--- src/rtl/alu_pkg.sv ---
// alu_pkg: shared definitions for the ALU sharing controller.
// Holds the ALU opcode encodings, the highest legal opcode and the
// controller FSM state type.
package alu_pkg;

  localparam logic [4:0] OP_NOP = 5'd0;
  localparam logic [4:0] OP_ADD = 5'd1;
  localparam logic [4:0] OP_SUB = 5'd2;
  localparam logic [4:0] OP_AND = 5'd3;
  localparam logic [4:0] OP_OR  = 5'd4;
  localparam logic [4:0] OP_XOR = 5'd5;
  localparam logic [4:0] OP_NOR = 5'd6;

  // Opcodes 1..OP_MAX reach the ALU; 0 and anything above are rejected.
  localparam int unsigned OP_MAX = 6;

  typedef enum logic [1:0] {
    StIdle,
    StExec,
    StResp
  } state_e;

endpackage

--- src/rtl/rr_arb2.sv ---
// rr_arb2: two-input round-robin arbiter.
// Ports:
//   req_i  - request per input
//   last_i - index of the input granted most recently
//   en_i   - arbitration enable; grant is zero when low
//   gnt_o  - one-hot grant (or zero)
module rr_arb2 (
  input  logic [1:0] req_i,
  input  logic       last_i,
  input  logic       en_i,
  output logic [1:0] gnt_o
);

  always_comb begin
    gnt_o = 2'b00;
    if (en_i) begin
      if (&req_i) begin
        // Tie: the input not granted last wins.
        gnt_o = last_i ? 2'b01 : 2'b10;
      end else begin
        gnt_o = req_i;
      end
    end
  end

endmodule

--- src/rtl/alu_share_ctrl.sv ---
// alu_share_ctrl: shares one external ALU between two command ports.
// Round-robin arbitration in IDLE, one EXEC cycle driving the ALU, then the
// captured result is held on the response channel until the owner accepts it.
// Ports:
//   clk, rst                   - clock, asynchronous active-high reset
//   req_valid/req_ready        - per-port command handshake
//   req_op/req_a/req_b         - per-port packed opcode and operands
//   resp_valid/resp_ready      - per-port response handshake
//   resp_data/resp_err         - shared result and illegal-opcode flag
//   alu_a/alu_b/alu_op/alu_out - connection to the external ALU
// Optional feature macro ALU_SHARE_FLAGS_EN adds resp_zero/resp_neg.
module alu_share_ctrl
  import alu_pkg::*;
#(
  parameter int unsigned W   = 16,
  parameter int unsigned OPW = 5
) (
  input  logic             clk,
  input  logic             rst,
  input  logic [1:0]       req_valid,
  output logic [1:0]       req_ready,
  input  logic [2*OPW-1:0] req_op,
  input  logic [2*W-1:0]   req_a,
  input  logic [2*W-1:0]   req_b,
  output logic [1:0]       resp_valid,
  input  logic [1:0]       resp_ready,
  output logic [W-1:0]     resp_data,
  output logic             resp_err,
  output logic [W-1:0]     alu_a,
  output logic [W-1:0]     alu_b,
  output logic [OPW-1:0]   alu_op,
  input  logic [W-1:0]     alu_out
`ifdef ALU_SHARE_FLAGS_EN
  ,
  output logic             resp_zero,
  output logic             resp_neg
`endif
);

  state_e         state_q;
  logic           owner_q;
  logic           last_q;
  logic [OPW-1:0] op_q;
  logic [W-1:0]   a_q;
  logic [W-1:0]   b_q;
  logic [W-1:0]   res_q;
  logic           err_q;
  logic [1:0]     gnt;
  logic [OPW-1:0] sel_op;
  logic [W-1:0]   sel_a;
  logic [W-1:0]   sel_b;
  logic           sel_legal;
`ifdef ALU_SHARE_FLAGS_EN
  logic           zero_q;
  logic           neg_q;
`endif

  // Grant is masked during reset so req_ready reads 0 while rst is high.
  rr_arb2 u_arb (
    .req_i  (req_valid),
    .last_i (last_q),
    .en_i   ((state_q == StIdle) && !rst),
    .gnt_o  (gnt)
  );

  assign sel_op    = gnt[1] ? req_op[2*OPW-1:OPW] : req_op[OPW-1:0];
  assign sel_a     = gnt[1] ? req_a[2*W-1:W]      : req_a[W-1:0];
  assign sel_b     = gnt[1] ? req_b[2*W-1:W]      : req_b[W-1:0];
  assign sel_legal = (sel_op != '0) && (sel_op <= OPW'(OP_MAX));

  always_ff @(posedge clk or posedge rst) begin
    if (rst) begin
      state_q <= StIdle;
      owner_q <= 1'b0;
      last_q  <= 1'b1;  // port 1 "last" so port 0 wins the first tie
      op_q    <= '0;
      a_q     <= '0;
      b_q     <= '0;
      res_q   <= '0;
      err_q   <= 1'b0;
`ifdef ALU_SHARE_FLAGS_EN
      zero_q  <= 1'b0;
      neg_q   <= 1'b0;
`endif
    end else begin
      unique case (state_q)
        StIdle: begin
          if (|gnt) begin
            owner_q <= gnt[1];
            op_q    <= sel_op;
            a_q     <= sel_a;
            b_q     <= sel_b;
            if (sel_legal) begin
              state_q <= StExec;
            end else begin
              // Illegal opcode: answer directly without touching the ALU.
              res_q   <= '0;
              err_q   <= 1'b1;
`ifdef ALU_SHARE_FLAGS_EN
              zero_q  <= 1'b0;
              neg_q   <= 1'b0;
`endif
              state_q <= StResp;
            end
          end
        end
        StExec: begin
          res_q   <= alu_out;
          err_q   <= 1'b0;
`ifdef ALU_SHARE_FLAGS_EN
          zero_q  <= (alu_out == '0);
          neg_q   <= alu_out[W-1];
`endif
          state_q <= StResp;
        end
        StResp: begin
          if (resp_ready[owner_q]) begin
            last_q  <= owner_q;
            state_q <= StIdle;
          end
        end
        default: state_q <= StIdle;
      endcase
    end
  end

  assign req_ready  = gnt;
  assign resp_valid = (state_q == StResp) ? (owner_q ? 2'b10 : 2'b01) : 2'b00;
  assign resp_data  = res_q;
  assign resp_err   = err_q;
  assign alu_a      = a_q;
  assign alu_b      = b_q;
  // ALU sees NOP except in the single execute cycle.
  assign alu_op     = (state_q == StExec) ? op_q : '0;
`ifdef ALU_SHARE_FLAGS_EN
  assign resp_zero  = zero_q;
  assign resp_neg   = neg_q;
`endif

endmodule

--- config.mk ---
export PLATFORM = sky130hd
export DESIGN_NAME = alu_share_ctrl
export DESIGN_NICKNAME = d
export VERILOG_FILES = /design/src/rtl/alu_pkg.sv /design/src/rtl/rr_arb2.sv /design/src/rtl/alu_share_ctrl.sv
export SDC_FILE = /design/constraint.sdc
export NUM_CORES = 1
export LEC_CHECK = 0
export BUFFER_PORTS_ARGS = -buffer_cell sky130_fd_sc_hd__buf_2
export CAP_MARGIN = 0
export CORE_MARGIN = 1
export CORE_UTILIZATION = 48
export CTS_CLUSTER_SIZE = 30
export DETAILED_ROUTE_END_ITERATION = 16
export PLACE_DENSITY = 0.86
export REMOVE_ABC_BUFFERS = 1
export SYNTH_ARGS = -nofsm -noshare
export SYNTH_HDL_FRONTEND = slang
export SYNTH_SLANG_ARGS = --single-unit
--- constraint.sdc ---
create_clock -name clk -period 2.58 [get_ports clk]
set_input_delay 0.258 -clock clk [delete_from_list [all_inputs] [get_ports clk]]
set_output_delay 0.258 -clock clk [all_outputs]
set_load 0.02 [all_outputs]
==> results.txt <==
Top FF cell, synth - dfrtp_1
Num CTS Buffers - 9
Maximum buffer depth of the clock tree - 2
Overflow after GRT - 0
Post-Synth Simple-Gate Area - 16.2%
Top-count cell post-synth - nand2_1
CP Launch Type - input pin
Site row count - 27
Setup bufs post-CTS - 0
Initial DRC Count - 109
Tcrit/Tclk final - 83.0%
I/O Buffers - 153
Final setup fails - 0
Worst Path Max Fanout - 38
Residual DRC - 0
Post-route ant nets - 0
Most area-consuming cells after synthesis - dfrtp_1 51%, mux2i_1 14%, nand2_1 10%
Die Span X - 78.4 µm
Fin. max-slew vios - 0
Slew of the pin with the lowest slew margin - 0.644 ns
Syn-to-layout area delta - 34.5%
Share of cells above drive strength 1 - 44.9%
Worst hold path type - in -> reg
Yosys warning count - 0
Clock Skew - 0.00514 ns
Starting Density - 50.2%
N_diodes - 0
WP data required - 2.32 ns
Sequential share of power - 38.4%
Worst Path Class, Setup - in -> out
Mux contribution to synthesized area - 13.6%
Mapped Area - 2800 µm²
Post-DP HPWL - 5060 µm
First-pass GRT wire length - 11100 µm
H-tree depth - 3
Number of fill cells - 451
Via count - 2470
Period minus WS final - 2.14 ns
Main combinational cell family by area after synthesis - simple AND/OR/NAND/NOR gates
PwrDens - 1050 nW/µm²
Root buffer cell - clkbuf_8
Mean Syn Cell Area - 10.3 µm²
RSZ-0062 raised after global routing - false
Post-synthesis async set-or-reset flop share - 100%
P_leak - 2.12 nW
Switching Share - 39.1%
Core Footprint - 5570 µm²
Yosys top cell area share - 50.9%
Combinational share of power - 40.9%
Number of max-cap violations - 0
Sequential share of the synthesized area - 51.9%
Iteration count of the initial detailed-routing pass - 4
Pint - 2.40 mW
CTS tree - done
Via-per-instance ratio - 4.92
Mapped Cells - 272
Synth Register Bits - 58
Post-Route Utilization - 67.6%
Net count reported at finish - 523
Max Freq - 0.467 GHz
CP arrival - 1.88 ns
Final hold viol count - 0
Initial antenna violation count - 0
Max_slew headroom - 57.1%
Clock sink count - 58
Library cells used by synthesis - 28
EDFF count, synth - 0
I/O pin total - 154
Worst-path clk slew - 0.07 ns
XOR/XNOR Fraction of Synth Area - 0%
Leading area contributor after synthesis - dfrtp_1
Clk pwr share - 20.7%
Top post-synthesis cells by count - 75 x nand2_1, 57 x dfrtp_1, 38 x mux2i_1
Synth Area in Compound Gates - 12.8%
NetSw - 1.55 mW
Largest vdd supply drop - 0.656 mV
Overall Global Routing Usage - 23.6%
Critical Path End Type - primary output
Post-DR wirelength/cell - 13.4 µm
Vias in the first global route - 2480
Post-Synth Adder-Cell Area - 0%
Die area - 6140 µm²
Die Y - 78.4 µm
Status - complete, no violations
Latest clock arrival within the worst-skew pair - 0.32 ns
Largest net degree at the start of global routing - 39
Routability Congestion - 0.779
Detailed Route WL - 6700 µm
Setup Total Neg Slack - 0 ns
[cells in the final DEF, fill, tap and decap left out, drive strengths merged, types with 2 or more instances in the layout]
master and count:
and2 6, nand3 2, nand2b 2, inv 3, mux2i 38, nor2b 3
nand2 75, dfrtp 57, buf 160, nor4 2, nor3 3, o21ai 38
and3 2, clkinv 2, a21oi 19, clkbuf 11
[path summary, 6_finish.rpt]
| check | startpoint | endpoint | slack (ns) | cells after the start |
|---|---|---|---|---|
| worst min register to register | resp_err | resp_err | 0.47 | 1 |
| worst max-delay path | rst | req_ready[0] | 0.44 | 7 |
| worst min-delay path | req_a[21] | alu_a[5] | 0.14 | 3 |
| worst max register to register | state_q[1] | state_q[0] | 0.85 | 6 |
| min in group asynchronous | rst | resp_data[2] | 0.52 | 3 |
| max in group asynchronous | rst | last_q | 1.37 | 4 |
[registers in the layout, indices dropped and copies added, names as in the netlist]
| signal | flops |
|---|---|
| resp_err | 1 |
| alu_a | 16 |
| alu_b | 16 |
| op_q | 5 |
| last_q | 1 |
| owner_q | 1 |
| state_q | 2 |
| resp_data | 16 |
[critical path, stage by stage]
cell           delay [ns]
dlygate4sd3_1        0.55
buf_2                0.15
nor3_4               0.20
nand3_4              0.12
buf_4                0.32
inv_1                0.10
buf_2                0.16
[metal layers]
metal	part of all wire [%]	track usage, %
met4	1.2	9.63
met5	0	0
met1	42	28.2
met2	49	40.5
met3	7.7	6.16
[repair_timing]
item / in CTS / in global routing
setup endpoints to repair: 0 / 0
resized for setup: 0 / 0
hold buffers: 1 / 0
endpoints found under the hold margin: 17 / 0
[cells by family after synthesis]
| kind of cell | Yosys count |
|---|---|
| DFF | 58 |
| buffers and inverters | 20 |
| and+or+nand+nor | 96 |
| AOI/OAI and AO/OA | 60 |
| muxes | 38 |
[final cells by class]
| type | instances | area [µm²] | area share (%) |
|---|---|---|---|
| Sequential cell | 58 | 1450 | 38.6 |
| Multi-Input combinational cell | 194 | 1190 | 31.7 |
| Timing Repair Buffer | 161 | 828 | 22.0 |
| Clock buffer | 11 | 151 | 4.02 |
| Tap cell | 72 | 90.1 | 2.39 |
| Clock inverter | 3 | 40.0 | 1.06 |
| Inverter | 3 | 11.3 | 0.299 |
[stage by stage]
step                cell area, µm²  hold slack [ns]  instances  power, mW  worst slack [ns]
floorplan                     2660            0.380        255       2.56             0.601
global placement              3570            0.287        487       3.10             0.899
detailed placement            3570            0.295        487       3.16             0.854
CTS                           3770            0.123        502       3.99             0.432
global route                  3770            0.146        502       4.22             0.353
finish                        3770            0.140        502       3.95             0.439
[power groups by stage]
stage | Sequential (mW) | Combinational, mW | Clock, mW
floorplan | 1.90 | 0.662 | 0
global placement | 1.51 | 1.59 | 0
detailed placement | 1.52 | 1.64 | 0
CTS | 1.51 | 1.64 | 0.840
global route | 1.56 | 1.78 | 0.876
finish | 1.52 | 1.62 | 0.816
Power figures use the tool's default switching activity.
